==> src/rtl/dmem_arbiter.sv <==
// Two-port data-memory arbiter: core (port 0) has default priority, loader (port 1) gets bounded wait and short locked bursts.
// Build option: define DMEM_ARB_STATS_EN to add the beats0/beats1/max_wait1 statistics outputs.
module dmem_arbiter #(
    parameter int AW       = 32,
    parameter int DW       = 32,
    parameter int MAX_WAIT = 4,
    parameter int MAX_LOCK = 8
) (
    input  logic          clk,
    input  logic          rst_n,
    input  logic          req0,
    input  logic          we0,
    input  logic [AW-1:0] addr0,
    input  logic [DW-1:0] wdata0,
    output logic          gnt0,
    output logic          rvalid0,
    output logic [DW-1:0] rdata0,
    input  logic          req1,
    input  logic          we1,
    input  logic [AW-1:0] addr1,
    input  logic [DW-1:0] wdata1,
    input  logic          lock1,
    output logic          gnt1,
    output logic          rvalid1,
    output logic [DW-1:0] rdata1,
`ifdef DMEM_ARB_STATS_EN
    output logic [31:0]   beats0,
    output logic [31:0]   beats1,
    output logic [3:0]    max_wait1,
`endif
    output logic          mem_en,
    output logic          mem_we,
    output logic [AW-1:0] mem_addr,
    output logic [DW-1:0] mem_wdata,
    input  logic [DW-1:0] mem_rdata
);

    localparam logic [3:0] WAIT_LIMIT = 4'(MAX_WAIT);
    localparam logic [7:0] LOCK_LIMIT = 8'(MAX_LOCK);

    logic       owner_lock_reg, owner_lock_next;
    logic [3:0] wait_cnt_reg, wait_cnt_next;
    logic [7:0] lock_cnt_reg, lock_cnt_next;
    logic [7:0] lock_inc;
    logic [1:0] rd_own_reg, rd_own_next;
    logic [1:0] gnt;
    logic [1:0] rvalid_vec;

    // Grant decision. A forced lock release always follows a port-1 beat, which
    // clears wait_cnt, so the core naturally wins the cycle after the release.
    always_comb begin
        gnt = 2'b00;
        if (rst_n) begin
            if (owner_lock_reg && req1) begin
                gnt = 2'b10;
            end else if (req0 && req1) begin
                gnt = (wait_cnt_reg == WAIT_LIMIT) ? 2'b10 : 2'b01;
            end else if (req0) begin
                gnt = 2'b01;
            end else if (req1) begin
                gnt = 2'b10;
            end
        end
    end

    assign gnt0 = gnt[0];
    assign gnt1 = gnt[1];

    always_comb begin
        mem_en    = gnt[0] | gnt[1];
        mem_we    = 1'b0;
        mem_addr  = '0;
        mem_wdata = '0;
        if (gnt[1]) begin
            mem_we    = we1;
            mem_addr  = addr1;
            mem_wdata = wdata1;
        end else if (gnt[0]) begin
            mem_we    = we0;
            mem_addr  = addr0;
            mem_wdata = wdata0;
        end
    end

    assign lock_inc = lock_cnt_reg + 8'd1;

    always_comb begin
        wait_cnt_next   = wait_cnt_reg;
        owner_lock_next = owner_lock_reg;
        lock_cnt_next   = lock_cnt_reg;
        rd_own_next     = gnt & {~we1, ~we0};

        if (!req1 || gnt[1]) begin
            wait_cnt_next = 4'd0;
        end else if (wait_cnt_reg != WAIT_LIMIT) begin
            wait_cnt_next = wait_cnt_reg + 4'd1;
        end

        // A locked beat that would reach the limit falls through to the release branch.
        if (gnt[1] && lock1 && (lock_inc != LOCK_LIMIT)) begin
            owner_lock_next = 1'b1;
            lock_cnt_next   = lock_inc;
        end else if (gnt[1] || !req1) begin
            owner_lock_next = 1'b0;
            lock_cnt_next   = 8'd0;
        end
    end

    always_ff @(posedge clk) begin
        if (!rst_n) begin
            owner_lock_reg <= 1'b0;
            wait_cnt_reg   <= 4'd0;
            lock_cnt_reg   <= 8'd0;
            rd_own_reg     <= 2'b00;
        end else begin
            owner_lock_reg <= owner_lock_next;
            wait_cnt_reg   <= wait_cnt_next;
            lock_cnt_reg   <= lock_cnt_next;
            rd_own_reg     <= rd_own_next;
        end
    end

    // A response still in flight when reset arrives is dropped.
    generate
        for (genvar gi = 0; gi < 2; gi++) begin : g_rvalid
            assign rvalid_vec[gi] = rd_own_reg[gi] & rst_n;
        end
    endgenerate

    assign rvalid0 = rvalid_vec[0];
    assign rvalid1 = rvalid_vec[1];
    assign rdata0  = mem_rdata;
    assign rdata1  = mem_rdata;

`ifdef DMEM_ARB_STATS_EN
    logic [31:0] beats0_reg, beats1_reg;
    logic [3:0]  max_wait1_reg;

    always_ff @(posedge clk) begin
        if (!rst_n) begin
            beats0_reg    <= 32'd0;
            beats1_reg    <= 32'd0;
            max_wait1_reg <= 4'd0;
        end else begin
            if (gnt[0]) beats0_reg <= beats0_reg + 32'd1;
            if (gnt[1]) beats1_reg <= beats1_reg + 32'd1;
            if (wait_cnt_reg > max_wait1_reg) max_wait1_reg <= wait_cnt_reg;
        end
    end

    assign beats0    = beats0_reg;
    assign beats1    = beats1_reg;
    assign max_wait1 = max_wait1_reg;
`endif

endmodule

==> config.mk <==
export PLATFORM = sky130hd
export DESIGN_NAME = dmem_arbiter
export DESIGN_NICKNAME = d
export VERILOG_FILES = /design/src/rtl/dmem_arbiter.sv
export SDC_FILE = /design/constraint.sdc
export NUM_CORES = 1
export LEC_CHECK = 0
export BUFFER_PORTS_ARGS = -buffer_cell sky130_fd_sc_hd__buf_2
export CAP_MARGIN = 20
export CORE_AREA = 3 3 115 117
export CTS_CLUSTER_SIZE = 20
export DETAILED_ROUTE_END_ITERATION = 8
export DIE_AREA = 0 0 118 120
export SYNTH_ARGS = -nofsm -noshare
export SYNTH_HDL_FRONTEND = slang
export SYNTH_SLANG_ARGS = --single-unit
==> constraint.sdc <==
create_clock -name clk -period 2.5 [get_ports clk]
set_input_delay 0 -clock clk [delete_from_list [all_inputs] [get_ports clk]]
set_output_delay 0 -clock clk [all_outputs]
set_load 0.005 [all_outputs]
After elaboration in Yosys (flattened, before gate mapping)
Cells that the tools add are included.
Cells by class
  add/subtract/negate cells: 2
  equal/unequal tests: 3
  muxes and demuxes: 16
  bitwise operators: 7
  reduce and logical (&&, ||, !) cells: 8
Operators by type and width (number)
  32-bit two-way mux: 4
  8-bit two-way mux: 2
  2-bit two-way mux: 6
  8-bit by 1-bit adder with 8-bit output, second input constant: 1
  8-bit by 4-bit inequality test with 1-bit output, second input constant: 1
  4-bit by 1-bit adder with 4-bit output, second input constant: 1
  4-bit by 3-bit equality test with 1-bit output, second input constant: 1
  1-bit logical AND: 4
  1-bit two-way mux: 4
  4-bit by 3-bit inequality test with 1-bit output, second input constant: 1
  1-bit NOT: 3
  1-bit AND: 2
  2-bit AND: 1
  2-bit nonzero test: 1
  2-bit OR reduction: 1
  1-bit logical NOT: 1
  1-bit logical OR: 1
  1-bit OR: 1
Word-level totals
  register bits: 15
  input port bits: 167
  output and inout bits: 134
  word-level logic and storage cells: 40

Depth between registers and ports, before layout
Gate-level depths: netlist of run 1.
  depth in word-level cells: 8
  mapped depth: 8
  gate-level depth less buffers: 7

Worst setup path after synthesis of run 1
OpenSTA, ideal clock, no wires.
  kind: register to output
  start: register wait_cnt_reg[0]
  end: output port mem_addr[10]
  arrival time: 1.897 ns
  data required time: 2.500 ns
  path slack: 0.603 ns
  cell stages (with the launch flop): 9
  path buffers: 2
  path through: dfxtp_1 inv_1 ha_1 and3b_1 or2_2 a21boi_1 buf_2 buf_2 a22o_1
On the way
  word-level cells in the longest chain between the ends: 7
Ends and longest elaborated chain
  start, declared: RTL line 42  | logic [3:0] wait_cnt_reg, wait_cnt_next;
  start signal, assigned: RTL line 117  | wait_cnt_reg <= wait_cnt_next;
  4-bit by 3-bit equality test with 1-bit output (*): RTL line 57  | gnt = (wait_cnt_reg == WAIT_LIMIT) ? 2'b10 : 2'b01;
  2-bit two-way mux (*): RTL line 57
  2-bit two-way mux (*): RTL line 56  | end else if (req0 && req1) begin
  2-bit two-way mux (*): RTL line 54  | if (owner_lock_reg && req1) begin
  2-bit two-way mux (*): RTL line 53  | if (rst_n) begin
  32-bit two-way mux: RTL line 78  | end else if (gnt[0]) begin
  32-bit two-way mux (*): RTL line 74  | if (gnt[1]) begin
  end, declared: RTL line 33  | output logic [AW-1:0] mem_addr,
Mark *: on every way between the ends. The rest lies on a longest branch, timed or not.

Final worst setup path of run 1
  start: register wait_cnt_reg[0]
  end: output port mem_wdata[31]
On the way
  word-level cells in the longest chain between the ends: 7
Ends and longest elaborated chain
  4-bit by 3-bit equality test with 1-bit output (*): RTL line 57
  2-bit two-way mux (*): RTL line 57
  2-bit two-way mux (*): RTL line 56
  2-bit two-way mux (*): RTL line 54
  2-bit two-way mux (*): RTL line 53
  32-bit two-way mux: RTL line 78
  32-bit two-way mux (*): RTL line 74
  end, declared: RTL line 34  | output logic [DW-1:0] mem_wdata,
Marks and branches as above.

==> run_results.csv, run 1 <==
group,metric,value,unit
timing,setup-violations-final,0,
cts,cts.sinks,15,
synthesis,synthTopCellsByArea,"a22o_1, buf_4, dfxtp_1",
floorplanning,start_util,15.2,%
min_path,hp-start,"mem_rdata[9]",
power,leakage,0.00152,uW
timing,relSlewSlack,51.9,%
setup_path,crit_type,"flop to output port",
synthesis,ys.flop_type,"dfxtp_1",
placed_design,post-place-cells,532,
setup_path,r2r_start,"wait_cnt_reg[0]$_SDFFE_PP0N_",
detailed_routing,firstDrtPassIters,4,
detailed_routing,ant_nets,0,
cells_and_area,final_nets,539,
synthesis,synth_cell_types,34,
power,p_per_area,333,nW/um^2
floorplanning,dieArea,14200,um^2
floorplanning,die_height,120,um
setup_path,path_max_fanout,49,
timing,clock-skew-final,0.00172,ns
detailed_routing,via_per_inst,4.27,
cts,cts_inserted_buffers,3,
cts,root_buffer,"clkbuf_16",
detailed_routing,drc,0,
cts,htreeDepth,1,
setup_path,max_stage_delay,0.37,ns
timing,period_needed,2.33,ns
synthesis,synth_edf_count,0,
setup_path,slowest_stage,"dfxtp_1",
min_path,hold_end,"rdata0[9]",
min_path,min_path_cells,0,
detailed_routing,via_count,2305,
timing,whs,0.00000302,ns
floorplanning,core_area,12500,um^2
power,vdd_drop_max,0.000207,V
setup_path,r2r_cells,7,
setup_path,r2r-end,"rd_own_reg[0]$_SDFF_PN0_",
global_route,grt_first_pass_wirelength,12600,um
synthesis,synth.yosys.seq_area_share,15.8,%
timing,rsz0062_at_grt,"no",
cells_and_area,num-fill-cells,1396,
setup_path,r2r_setup_slack,0.52,ns
floorplanning,boundaryPins,301,
placed_design,place.gp.congestion,0.785,
cts,clkTransAtPathRegs,0.05,ns
global_route,overflow,0,
setup_path,crit_path_end_kind,"output port",
setup_path,cp.required,2.50,ns
cells_and_area,stdcell_count,540,
power,finalPower,920,uW
global_route,grt_use_total,11.2,%
placed_design,dpl.hpwl,6860,um
cts,cts_tree,"built",
outcome,outcome,"completed",
detailed_routing,wl_per_cell,16.3,um
min_path,hp-class,"primary input to output port",
synthesis,yosysMostFrequentCell,"a22o_1",
synthesis,yosys_warnings,0,
timing,max_freq,0.428,GHz
cells_and_area,area_growth,45.7,%
floorplanning,die_x,118,um
job,drv_cap,0,
timing,drv_slew,0,
setup_path,cp-start-kind,"flop",
global_route,grt_pass1_vias,2311,
setup_path,cp_cell_sequence,"inv_1 > ha_1 > and3b_1 > or2_2 > a21boi_4 > buf_8 > a22o_1 > buf_2",
global_route,antenna_found_initial,0,
cells_and_area,insertedDiodeCount,0,
detailed_routing,drtIter0Drc,88,
synthesis,ys_top_cells_by_count,"a22o_1, buf_4, dfxtp_1",
timing,final-hold-violation-count,0,
synthesis,syn_area,1900,um^2
setup_path,critPathArrivalTime,2.33,ns
synthesis,synthArstFlopShare,0,%
cts,clock_insertion_delay_worst_skew,0.25,ns
synthesis,synth_top_area_share,30.9,%
synthesis,synthesis.nets,401,
synthesis,syn_avg_cell_area,8.22,um^2
synthesis,ys_seq_elements,15,
timing,fin_crit_sh,93.4,%
floorplanning,num_rows,41,
placed_design,io_buffer_count,204,
cts,cts_setup_buffers,0,
cts,clockBufferDepth,2,
global_route,grt_max_degree,50,
cells_and_area,largest_register_ffs,8,
cells_and_area,drive_gt1_share,60.3,%
synthesis,syn_inst,231,
synthesis,yosysTopAreaCell,"a22o_1",
detailed_routing,drt-total-wl,8800,um
timing,tightest_slew,0.719,ns
layer usage:
layer  GRT usage (%)  vias to the layer above  wire (um)  part of all wire [%]
met3            2.03                       18        531                   6.0
met2            18.9                      116       4440                    50
met5               0                        -          0                     0
li1                -                     1076          -                     -
met1            14.3                     1095       3640                    41
met4            3.88                        0        189                   2.1
worst max-delay path by stage:
stage | startpoint | end | cells past startpoint
6_report | wait_cnt_reg[0]$_SDFFE_PP0N_ | mem_wdata[31] | 8
3_5_place_dp | wait_cnt_reg[0]$_SDFFE_PP0N_ | mem_wdata[25] | 8
5_1_grt | wait_cnt_reg[0]$_SDFFE_PP0N_ | mem_wdata[31] | 8
2_1_floorplan | wait_cnt_reg[0]$_SDFFE_PP0N_ | mem_addr[10] | 8
4_1_cts | wait_cnt_reg[0]$_SDFFE_PP0N_ | mem_wdata[31] | 8
3_3_place_gp | wait_cnt_reg[0]$_SDFFE_PP0N_ | mem_addr[29] | 8
timing repair:
item                                    in CTS  in global routing
endpoints found under the setup margin      66                 15
endpoints found under the hold margin        2                  0
hold buffers                                 2                  0
cloned                                       1                  1
pin swaps                                    1                  1
gates resized for setup                      3                  2
layout make-up:
| class | instances | area, um^2 | area share, % |
|---|---|---|---|
| repair buffers | 211 | 1090 | 39.3 |
| multi-input cells | 136 | 1080 | 38.9 |
| flip-flops and latches | 15 | 300 | 10.9 |
| well taps | 172 | 215 | 7.78 |
| clock buffers | 3 | 75.1 | 2.71 |
| inverters | 2 | 7.51 | 0.271 |
| clock inverters | 1 | 5.00 | 0.181 |
placed cells by master (no fill, tap or decap), types with 2 or more instances in the layout:
cell type      count
dlygate4sd3_1      2
o31ai_1            5
buf_4              4
nor2_1             5
clkbuf_16          3
nor3_1             2
nor4b_1            2
nor2b_1            3
nor2_4             2
a21boi_0           2
nor2_2             3
nand3_1            5
a21oi_1            2
xnor2_1            2
a22o_1            67
a21o_1             2
and2_1             4
o21ai_0            4
nand2_1            4
nand2b_1           5
ha_1               3
o211ai_1           2
inv_1              2
dfxtp_1           15
buf_2            204
and3_1             2
or2_2              2
power breakdown:
part	switching (uW)	internal, uW	total (uW)
Clock	103	214	317
Combinational	161	197	358
Sequential	2.06	243	245
cells by family (layout without fill, tap and decap cells):
family	count (synthesis)	in the layout	share of synthesized area, %
adder cells (fa/ha/maj)	3	3	1.98
flip-flops	15	15	15.8
buffers and inverters	82	217	29.5
AO/OA/AOI/OAI	88	88	39.6
XOR/XNOR	2	2	0.923
AND/OR/NAND/NOR	41	43	12.1
critical path, delay by kind of cell, from the launching register on:
family	cells	cell delay, ns
DFF	1	0.37
and+or+nand+nor	2	0.56
buffers and inverters	3	0.48
AOI/OAI and AO/OA	2	0.41
adders and majority gates	1	0.22
through the flow:
stage / cell area (um^2) / setup TNS, ns / util (%) / setup slack (ns)
final: 2770 / 0 / 22.2 / 0.165
after global routing: 2770 / 0 / 22.2 / 0.00929
after CTS: 2760 / 0 / 22.1 / 0.0868
after detailed placement: 2640 / -0.159 / 21.2 / -0.0232
after global placement: 2640 / 0 / 21.2 / 0.148
after floorplan: 1900 / 0 / - / 0.603
(Power assumes the default switching activity.)
==> run 2, diff against run 1 <==
==> constraint.sdc (replaced) <==
create_clock -name clk -period 2.4 [get_ports clk]
set_input_delay 0 -clock clk [delete_from_list [all_inputs] [get_ports clk]]
set_output_delay 0 -clock clk [all_outputs]
set_load 0.005 [all_outputs]
==> run 2 against run 1 <==
Effect of this change:
- hold slack barely moved
- via count shrank 2.6%
- critical endpoint is now mem_wdata[0]
- combinational power rose by 3%
- cell area decreased by 0.23%
- final cell count down 0.37%
- critical path depth unchanged
- register-to-register slack lost 0.03 ns
- routed wire length is 6.5% lower
- clock skew barely moved
- die area did not move
==> run_results.csv, run 2 (same netlist as run 1, synthesis figures left out) <==
group,metric,value,unit
detailed_routing,drtIter0Drc,71,
power,vdd_drop_max,0.000198,V
setup_path,r2r_start,"lock_cnt_reg[2]$_SDFFE_PN0P_",
setup_path,r2r-end,"lock_cnt_reg[1]$_SDFFE_PN0P_",
setup_path,path_max_fanout,46,
setup_path,r2r_setup_slack,0.49,ns
cells_and_area,final_area,2760,um^2
floorplanning,core_area,12500,um^2
cts,clkTransAtPathRegs,0.05,ns
cts,cts.sinks,15,
timing,period_needed,2.23,ns
cells_and_area,mostFrequentLayoutCell,"buf_2",
detailed_routing,via_per_inst,4.17,
outcome,outcome,"completed",
timing,tightest_slew,0.392,ns
cts,root_buffer,"clkbuf_16",
power,p_per_area,344,nW/um^2
cts,cts_tree,"built",
min_path,hold_end,"rdata0[28]",
floorplanning,start_util,15.2,%
setup_path,crit_type,"flop to output port",
cells_and_area,insertedDiodeCount,0,
floorplanning,dieArea,14200,um^2
min_path,hp-class,"primary input to output port",
placed_design,place.gp.congestion,0.786,
power,switching_power,267,uW
cells_and_area,drive_gt1_share,60.1,%
setup_path,r2r_cells,5,
setup_path,cp-start-kind,"flop",
power,clock_power_share,34.4,%
cells_and_area,largest_register_ffs,8,
placed_design,dpl.hpwl,6800,um
cells_and_area,final_cell_mix,"buf_2, a22o_1, dfxtp_1",
detailed_routing,drt-total-wl,8220,um
power,finalPower,950,uW
power,leakage,0.00152,uW
setup_path,cp.required,2.40,ns
power,p_int,682,uW
job,drv_cap,0,
cts,clock_insertion_delay_worst_skew,0.25,ns
floorplanning,die_x,118,um
cells_and_area,num-fill-cells,1352,
global_route,grt_first_pass_wirelength,12200,um
timing,setup-violations-final,0,
timing,final-hold-violation-count,0,
global_route,grt_pass1_vias,2274,
power,pwr-share-comb,38.7,%
floorplanning,boundaryPins,301,
cells_and_area,multi_input_area,1060,um^2
setup_path,crit_path_end_kind,"output port",
min_path,min_path_cells,0,
cells_and_area,seq_area,300,um^2
cts,htreeDepth,1,
timing,rsz0062_at_grt,"no",
detailed_routing,ant_nets,0,
timing,fin_setup_tns,0,ns
floorplanning,die_height,120,um
detailed_routing,drc,0,
timing,relSlewSlack,73.9,%
timing,drv_slew,0,
timing,fin_crit_sh,92.9,%
placed_design,placed_cell_area,2650,um^2
detailed_routing,wl_per_cell,15.3,um
global_route,overflow,0,
timing,clock-skew-final,0.00186,ns
min_path,hp-start,"mem_rdata[28]",
global_route,antenna_found_initial,0,
detailed_routing,via_count,2244,
floorplanning,num_rows,41,
global_route,grt_max_degree,47,
power,seq_power_share,26.9,%
cells_and_area,area_growth,45.4,%
timing,max_freq,0.449,GHz
cts,clockBufferDepth,2,
global_route,grt_use_total,10.7,%
power,switching_share,28.1,%
detailed_routing,firstDrtPassIters,4,
setup_path,critPathArrivalTime,2.23,ns
cts,cts_inserted_buffers,3,
placed_design,io_buffer_count,204,
cells_and_area,final_nets,537,
run 2: area by class of cell:
cell class	instances	area share (%)
Sequential cell	15	10.9
Clock inverter	1	0.181
Tap cell	172	7.80
Multi-Input combinational cell	134	38.6
Timing Repair Buffer	211	39.5
Inverter	2	0.272
Clock buffer	3	2.72
run 2: power by group through the flow:
stage / Combinational [uW] / Sequential (uW) / Clock [uW]
after global routing: 404 / 256 / 343
after global placement: 362 / 260 / 0
after detailed placement: 365 / 260 / 0
final: 368 / 256 / 326
after CTS: 371 / 255 / 332
after floorplan: 225 / 260 / 0
run 2: metal layers:
metal / vias up / part of all wire (%) / global-route usage (%)
met2: 115 / 51 / 18.9
met5: - / 0 / 0
met4: 0 / 2.0 / 3.59
li1: 1072 / - / -
met3: 16 / 6.6 / 1.79
met1: 1041 / 41 / 13.2
run 2: what timing repair did:
| item | CTS | global route |
|---|---|---|
| hold endpoints to repair | 2 | 0 |
| endpoints found under the setup margin | 0 | 1 |
| hold buffers | 2 | 0 |
| resized for setup | 0 | 1 |
| setup buffers | 0 | 0 |
run 2: critical path, stage by stage (launching register included):
cell and delay (ns):
dfxtp_1 0.38, inv_1 0.06, ha_1 0.22, and3b_1 0.22
or2_2 0.34, a21boi_4 0.18, buf_12 0.22, a22o_1 0.21
buf_2 0.12
run 2: worst max path at each step:
stage,cells past startpoint,to,startpoint
3_3_place_gp,8,mem_wdata[31],wait_cnt_reg[0]$_SDFFE_PP0N_
6_report,8,mem_wdata[0],wait_cnt_reg[0]$_SDFFE_PP0N_
5_1_grt,8,mem_wdata[29],wait_cnt_reg[0]$_SDFFE_PP0N_
3_5_place_dp,8,mem_wdata[31],wait_cnt_reg[0]$_SDFFE_PP0N_
2_1_floorplan,8,mem_addr[10],wait_cnt_reg[0]$_SDFFE_PP0N_
4_1_cts,8,mem_wdata[31],wait_cnt_reg[0]$_SDFFE_PP0N_
run 2: per-stage QoR:
stage,setup WS [ns],std cells,hold slack [ns],utilization [%]
6_report,0.171,538,0.00000315,22.1
5_1_grt,0.0301,538,0.0000101,22.1
4_1_cts,0.107,538,0.0000507,22.1
3_5_place_dp,0.379,532,0.0000507,21.3
3_3_place_gp,0.425,532,0.0000507,21.3
2_1_floorplan,0.503,231,0.0716,-
